`src/rtl/demux_scheduler.sv`:
```
// ---------------------------------------------------------------------------
// demux_scheduler
//
// Round-robin scheduler in front of a 1-to-8 demux. It arbitrates among eight
// level-sensitive requests and drives the demux select. It passes serial data
// only while a channel holds the grant. One guard cycle (GAP) separates any
// two grants, so the select never moves while data is flowing.
//
// Parameters
//   DWELL    maximum consecutive grant cycles per channel (1..256)
//
// Ports
//   clk      system clock; all state changes on the rising edge
//   rst      synchronous active-high reset; has priority over all inputs
//   req      per-channel request; bit i asks for demux output i
//   data_in  serial data to be steered
//   control  registered demux select
//   data     data_in while in GRANT, 0 otherwise (combinational gate)
//   grant    registered one-hot grant, 0 outside GRANT
//   busy     registered; high in GRANT and GAP
//
// state | meaning
// ------+-------------------------------------------------------------
// IDLE  | no grant outstanding; arbitrate whenever any request is set
// GRANT | channel `control` owns the demux; data passes; dwell counts
// GAP   | single guard cycle after a grant; arbitrate for the next one
// ---------------------------------------------------------------------------
module demux_scheduler #(
  parameter int DWELL = 4
) (
  input  logic       clk,
  input  logic       rst,
  input  logic [7:0] req,
  input  logic       data_in,
  output logic [2:0] control,
  output logic       data,
  output logic [7:0] grant,
  output logic       busy
);

  typedef enum logic [1:0] {
    IDLE  = 2'd0,
    GRANT = 2'd1,
    GAP   = 2'd2
  } state_t;

  // Terminal count of the dwell counter. DWELL=256 maps to 255, so the
  // 8-bit counter covers the whole legal range.
  localparam logic [7:0] CNT_LAST = 8'(DWELL - 1);

  state_t     state;
  logic [2:0] ptr;       // last channel served
  logic [7:0] cnt;       // grant cycles elapsed, minus one

  logic       arb_hit;
  logic [2:0] arb_idx;
  logic [2:0] cand;
  logic       grant_end;

  // Round-robin search. The loop visits the offsets from farthest to
  // nearest, and each hit overwrites the previous one. As a result, the
  // surviving index is the first set bit in the order ptr+1, ptr+2, ...,
  // ptr+8 (modulo 8). ptr+8 is ptr itself, which lets a sole requester win
  // again.
  always_comb begin
    arb_hit = 1'b0;
    arb_idx = 3'd0;
    cand    = 3'd0;
    for (int i = 7; i >= 0; i--) begin
      cand = ptr + 3'(i) + 3'd1;
      if (req[cand]) begin
        arb_hit = 1'b1;
        arb_idx = cand;
      end
    end
  end

  // Dwell expiry and request drop can coincide. Both feed a single exit
  // term, so ptr is updated only once.
  assign grant_end = (cnt == CNT_LAST) || !req[control];

  assign data = (state == GRANT) && data_in;

  always_ff @(posedge clk) begin
    if (rst) begin
      state   <= IDLE;
      ptr     <= 3'd7;       // first search after reset starts at channel 0
      cnt     <= 8'd0;
      control <= 3'd0;
      grant   <= 8'd0;
      busy    <= 1'b0;
    end else begin
      case (state)
        IDLE, GAP: begin
          if (arb_hit) begin
            state   <= GRANT;
            control <= arb_idx;
            grant   <= 8'd1 << arb_idx;
            cnt     <= 8'd0;
            busy    <= 1'b1;
          end else begin
            state <= IDLE;
            grant <= 8'd0;
            busy  <= 1'b0;
          end
        end

        GRANT: begin
          if (grant_end) begin
            state <= GAP;
            ptr   <= control;
            grant <= 8'd0;
            busy  <= 1'b1;
          end else begin
            cnt <= cnt + 8'd1;
          end
        end

        default: begin
          state <= IDLE;
          grant <= 8'd0;
          busy  <= 1'b0;
        end
      endcase
    end
  end

endmodule

```
`config.mk`:
```
export PLATFORM = sky130hd
export DESIGN_NAME = demux_scheduler
export DESIGN_NICKNAME = d
export VERILOG_FILES = /design/src/rtl/demux_scheduler.sv
export SDC_FILE = /design/constraint.sdc
export NUM_CORES = 1
export LEC_CHECK = 0
export ABC_AREA = 1
export BUFFER_PORTS_ARGS = -buffer_cell sky130_fd_sc_hd__clkbuf_2
export CELL_PAD_IN_SITES_DETAIL_PLACEMENT = 1
export CELL_PAD_IN_SITES_GLOBAL_PLACEMENT = 1
export CORE_MARGIN = 2
export CORE_UTILIZATION = 30
export CTS_BUF_LIST = sky130_fd_sc_hd__clkbuf_4 sky130_fd_sc_hd__clkbuf_8
export DETAILED_ROUTE_END_ITERATION = 6
export PLACE_DENSITY = 0.62
export RECOVER_POWER = 50
export SETUP_SLACK_MARGIN = 0.2
export SYNTH_ARGS = -nofsm -noshare
export SYNTH_HDL_FRONTEND = slang
export SYNTH_SLANG_ARGS = --single-unit
```
`constraint.sdc`:
```
create_clock -name clk -period 4.4 [get_ports clk]
set_input_delay 0.88 -clock clk [delete_from_list [all_inputs] [get_ports clk]]
set_output_delay 0.88 -clock clk [all_outputs]
set_load 0.03 [all_outputs]
```
# Word level (Yosys, flattened, before mapping)
# Cells that the tools add are included.
dict set report totals {
  regBits 25
  inputBits 11
  output_inout_bits 13
  wordCells 92
}
dict set report op_classes {
  addsub 15
  n_lt_le_gt_ge 9
  eq_ne 6
  n_shift 1
  mux 46
  reduce_logical 9
}
# op count
set op_table {}
lappend op_table {{$lt A3 B4 Y1 const B} 9}
lappend op_table {{$mux W8} 4}
lappend op_table {{$pmux W8 S2} 2}
lappend op_table {{$bmux W1 S3} 9}
lappend op_table {{$add A3 B1 Y3 const B} 8}
lappend op_table {{$mux W3} 8}
lappend op_table {{$mux W1} 20}
lappend op_table {{$add A3 B3 Y3 const B} 4}
lappend op_table {{$add A8 B1 Y8 const B} 1}
lappend op_table {{$eq A8 B2 Y1 const B} 1}
lappend op_table {{$shl A1 B3 Y8 const A} 1}
lappend op_table {{$add A3 B2 Y3 const B} 2}
lappend op_table {{$ne A2 B2 Y1 const B} 3}
lappend op_table {{$pmux W2 S2} 1}
lappend op_table {{$reduce_and A2 Y1} 2}
lappend op_table {{$reduce_and A3 Y1} 1}
lappend op_table {{$eq A2 B1 Y1 const B} 1}
lappend op_table {{$eq A2 B2 Y1 const B} 1}
lappend op_table {{$logic_not A2 Y1} 1}
lappend op_table {{$mux W2} 1}
lappend op_table {{$pmux W1 S2} 1}
lappend op_table {{$reduce_bool A2 Y1} 1}
lappend op_table {{$reduce_or A2 Y1} 1}
lappend op_table {{$logic_and A1 B1 Y1} 1}
lappend op_table {{other kinds (2)} 2}

# Depth between registers and ports, before layout
dict set report depth {
  ltp_word 15
  ltp_mapped 21
  depth_no_buf 20
}

# Least setup slack after synthesis
# No wires, ideal clock.
dict set report synth_timing {
  path_kind {register -> register}
  from {register ptr[0]}
  to {register cnt[5]}
  setup_ns 0.115
  arrival_ns 2.235
  t_required_ns 4.285
  setup_slack_ns 2.050
  stages_incl_launch_ff 17
  n_path_buf 2
  synth_period_minus_slack_ns 2.350
  path_cell_list {dfxtp_1 > inv_2 > buf_8 > ha_1 > buf_4 > inv_2 > nand3_2 > nand3_2 > nand2_2 > nor2_2 > nand4_2 > o21ai_4 > nand2_4 > nand3_4 > inv_2 > a21oi_1 > nor2_1}
}
dict set report synth_via {
  elab_chain_cells 14
  elab_cells_between_ends 40
  classes_between {14 x add/sub; 1 x eq/ne; 24 x mux; 1 x reduce/logical}
}
# item line_no
set synth_rtl {}
lappend synth_rtl {{start: declaration} 52} ;# logic [2:0] ptr;
lappend synth_rtl {{start signal: assignment} 111} ;# ptr <= control;
lappend synth_rtl {{$add A3 B3 Y3} 70} ;# cand = ptr + 3'(i) + 3'd1;
lappend synth_rtl {{$add A3 B1 Y3} 70}
lappend synth_rtl {{$bmux W1 S3} 71} ;# if (req[cand]) begin
lappend synth_rtl {{$mux W1 (not written as such)} 71}
lappend synth_rtl {{$mux W1 (7 in series)} 71}
lappend synth_rtl {{$mux W1 (*)} 71}
lappend synth_rtl {{$ne A2 B2 Y1 (no source line) (*)} -}
lappend synth_rtl {{$reduce_and A3 Y1 (no source line) (*)} -}
lappend synth_rtl {{end signal: assignment} 115} ;# cnt <= cnt + 8'd1;
lappend synth_rtl {{end: declaration} 53} ;# logic [7:0] cnt;
# Mark *: on every way between the ends. The rest lies on a longest branch, timed or not. The select of a mux whose other input is x is not followed.
# A chain may end at the register's enable or synchronous reset.

# Worst setup path after layout
dict set report layout_timing {
  from {register ptr[0]}
  to {register grant[2]}
}
dict set report layout_via {
  elab_chain_cells 15
  elab_cells_between_ends 49
  classes_between {14 x add/sub; 1 x shift; 34 x mux}
}
# item line_no
set layout_rtl {}
lappend layout_rtl {{$add A3 B3 Y3} 70}
lappend layout_rtl {{$add A3 B1 Y3} 70}
lappend layout_rtl {{$bmux W1 S3} 71}
lappend layout_rtl {{$mux W1 (not written as such)} 71}
lappend layout_rtl {{$mux W3 (8 in series)} 71}
lappend layout_rtl {{$shl A1 B3 Y8} 98} ;# grant <= 8'd1 << arb_idx;
lappend layout_rtl {{$mux W8 (*)} 95} ;# if (arb_hit) begin
lappend layout_rtl {{$pmux W8 S2 (*)} 93} ;# case (state)
lappend layout_rtl {{end signal: assignment} 98}
lappend layout_rtl {{end: declaration} 37} ;# output logic [7:0] grant,
# Marked as above.

==> impl_metrics.csv <==
group,metric,value,unit
clock_tree,cts_hold_buf,0,
critical_path,cp.buffers_inverters,3,
floorplan,die_area,7234,um^2
timing,max_freq,284.9,MHz
global_routing,grt.total_usage,15.98,%
critical_path,cp-end-kind,"register",
drt,met3_wirelength,81,um
critical_path,rr_startpoint,"ptr[0]$_SDFFE_PP1P_",
worst_hold_path,hp-start,"grant[3]$_SDFFE_PP0P_",
pwr,p_per_area,727.2,nW/um^2
timing,setup_viol,0,
yosys,yosys_warnings,0,
final_layout,final_cells,390,
drt,wl_met1,2688,um
critical_path,worstRegToRegCells,15,
clock_tree,ctsHtreeMaxLevel,1,
yosys,synth.distinct_cells,35,
pwr,p_leak,0.9800,nW
clock_tree,clock_latency,0.27,ns
critical_path,r2r_slack,0.89,ns
placement,placed_area,2128,um^2
clock_tree,clock_path_buffers,2,
yosys,ys_ff_latch,25,
drt,num_vias,1898,
drt,drc,0,
floorplan,die_h,85.05,um
floorplan,core_area,6350,um^2
critical_path,critPathKind,"register to register",
yosys,ys.flop_type,"dfxtp_1",
global_routing,grt_max_degree,16,
yosys,synth_nets,306,
critical_path,cpPeakStageDelay,0.67,ns
final_layout,regArea,500.5,um^2
placement,numPortBuffers,23,
critical_path,crit_slowest_cell,"dfxtp_1",
floorplan,boundaryPins,24,
job,cap_violations,0,
worst_hold_path,whs_path_depth,2,
drt,dr.max_layer_used,"met4",
yosys,netlist.area_leader.share,25.40,%
drt,viasPerCell,4.867,
clock_tree,cts.sinks,25,
status,status,"finished, final reports clean",
final_layout,fin_nets,328,
final_layout,drive_gt1_share,22.68,%
drt,wire_per_inst,13.82,um
critical_path,cpMostUsedCell,"nand2_1",
timing,slew_violations,0,
floorplan,std_cell_rows,29,
final_layout,multiInputGateArea,1265,um^2
yosys,postSynthCellCount,292,
yosys,synth_top_cell_by_area,"dfxtp_1",
critical_path,r2r-end,"grant[2]$_SDFFE_PP0P_",
critical_path,crit_chain,"inv_1 > ha_1 > inv_1 > nand3_1 > nand3_1 > nand2_2 > nor2_4 > o21ai_0 > nand2_1 > nand2_1 > nand2_1 > nand2_1 > inv_2 > nand4_1 > a21oi_1",
yosys,synth_area_per_cell,6.749,um^2
critical_path,cp.required,4.60,ns
final_layout,design_area,2160,um^2
drt,met2_length,2590,um
global_routing,grt_pass1_vias,1967,
placement,dp.cells,386,
placement,pre_cts_slack,1.164,ns
clock_tree,numCtsBuffers,3,
placement,globalplace.congestion,0.8245,
floorplan,die_w,85.05,um
placement,hpwl,4608,um
pwr,peakVddDrop,0.3990,mV
clock_tree,cts_resized,0,
drt,antenna_left,0,
critical_path,path_max_fanout,12,
clock_tree,path_clk_slew,0.08,ns
yosys,ys_async_sr_fraction,0,%
global_routing,grt_pass1_wl,9397,um
critical_path,worst_ep_arrival_time,3.71,ns
worst_hold_path,min_to,"grant[3]$_SDFFE_PP0P_",
timing,rsz0062_at_grt,"false",
timing,fin_tns_setup,0,ns
yosys,syn_area,1971,um^2
critical_path,start_kind,"register",
timing,hold_viol_final,0,
yosys,synth_seq_area_share,25.40,%
timing,worst_pin_slew,0.6988,ns
drt,drt_pass1_iterations,4,
timing,maxSlewHeadroom,53.24,%
yosys,yosys-top-cells-area,"dfxtp_1 25%, nand2_1 15%, nand3_2 7.1%",
floorplan,initial_core_util,31.03,%
yosys,synth_edf_count,0,
timing,fin_crit,3.510,ns
final_layout,diodes,0,
drt,drt-total-wl,5391,um
final_layout,area_growth,9.587,%
final_layout,n_fill_cell,827,
clock_tree,cts_tree,"yes",
clock_tree,cts_root_buf,"clkbuf_8",
drt,drtIter0Drc,72,
yosys,synth_common_cells,"79 x nand2_1, 27 x inv_1, 25 x a21oi_1, 25 x dfxtp_1, 20 x nand3_1",
clock_tree,post_cts_buffers,0,
global_routing,antenna_found_initial,0,
worst_hold_path,hold_class,"register to register",
critical_path,cp_top_family,"simple AND/OR/NAND/NOR gates",
pwr,power,1.571,mW
timing,min_period_over_period,79.78,%
global_routing,grt-ovfl-total,0,
timing,fin_skew,0.006956,ns
timing,timing.final.ws_setup,0.8896,ns
yosys,yosysMostFrequentCell,"nand2_1",
## logic make-up (layout without fill, tap and decap cells)
logic type                 Yosys count  after routing  synth area share, %
and+or+nand+nor                    169            169                46.03
AOI/OAI and AO/OA                   46             46                13.59
buffers and inverters               46             67                10.41
adders and majority gates            3              3                1.905
xor gates and xnor gates             3              3                2.667
DFF                                 25             25                25.40
## state kept, by name, indices dropped and copies added (netlist names)
register and count:
cnt 8, grant 8, busy 1, ptr 3
control 3, state 2
## cells in the final DEF (no fill, tap or decap), types with 2 or more instances in the layout
cell / Yosys / routed
o21ai_0: 11 / 11
ha_1: 3 / 3
clkbuf_2: 0 / 9
inv_2: 10 / 8
dfxtp_1: 25 / 25
a21oi_2: 2 / 2
nand3_2: 14 / 14
nor2_4: 2 / 2
clkbuf_8: 0 / 3
nor2_2: 4 / 4
nand3_4: 2 / 2
clkbuf_1: 1 / 14
o22ai_1: 3 / 3
nand4_1: 6 / 6
o211ai_1: 3 / 3
nand3_1: 20 / 20
nand2_4: 6 / 6
a21oi_1: 25 / 25
inv_1: 27 / 29
clkinv_1: 2 / 2
nor2_1: 19 / 19
nand2_2: 13 / 13
nand2_1: 79 / 79
## per-layer routing
metal / GRT usage (%) / up-vias
met1: 21.62 / 889
li1: - / 988
met5: 0 / -
met4: 3.175 / 0
met3: 1.167 / 2
met2: 27.98 / 19
## power breakdown
part / internal [mW] / leakage, nW / switching (mW)
clock network: 0.0641 / 0.0217 / 0.0735
logic: 0.327 / 0.754 / 0.767
registers: 0.281 / 0.204 / 0.0577
total: 0.672 / 0.980 / 0.898
## worst max path at each step
stage,from,endpoint,slack (ns),cells past startpoint
3_3_place_gp,ptr[0]$_SDFFE_PP1P_,cnt[3]$_SDFFE_PP0P_,1.21,13
3_5_place_dp,ptr[0]$_SDFFE_PP1P_,cnt[2]$_SDFFE_PP0P_,1.16,13
4_1_cts,ptr[0]$_SDFFE_PP1P_,cnt[2]$_SDFFE_PP0P_,1.15,13
5_1_grt,ptr[0]$_SDFFE_PP1P_,grant[2]$_SDFFE_PP0P_,0.50,15
2_1_floorplan,ptr[0]$_SDFFE_PP1P_,cnt[5]$_SDFFE_PP0P_,2.05,16
6_report,ptr[0]$_SDFFE_PP1P_,grant[2]$_SDFFE_PP0P_,0.89,15
## stage by stage
stage | utilization, % | hold WS [ns]
global route | 34.01 | 0.4959
detailed placement | 33.52 | 0.4612
floorplan | - | 0.4695
global placement | 33.52 | 0.4553
CTS | 34.29 | 0.4745
finish | 34.01 | 0.4701
## layout make-up
cell class,count,area share [%]
Clock buffer,3,1.912
Multi-Input combinational cell,221,58.57
Tap cell,77,4.461
Sequential cell,25,23.17
Timing Repair Buffer,23,4.519
Clock inverter,1,0.3476
Inverter,40,7.010
## worst register-to-register path, cell delays in order (launching register included)
cell and delay, ns:
dfxtp_1 0.67, inv_1 0.45, ha_1 0.58, inv_1 0.31, nand3_1 0.16, nand3_1 0.19
nand2_2 0.12, nor2_4 0.12, o21ai_0 0.11, nand2_1 0.09, nand2_1 0.07, nand2_1 0.07
nand2_1 0.15, inv_2 0.12, nand4_1 0.11, a21oi_1 0.13
Power figures use the tool's default switching activity.
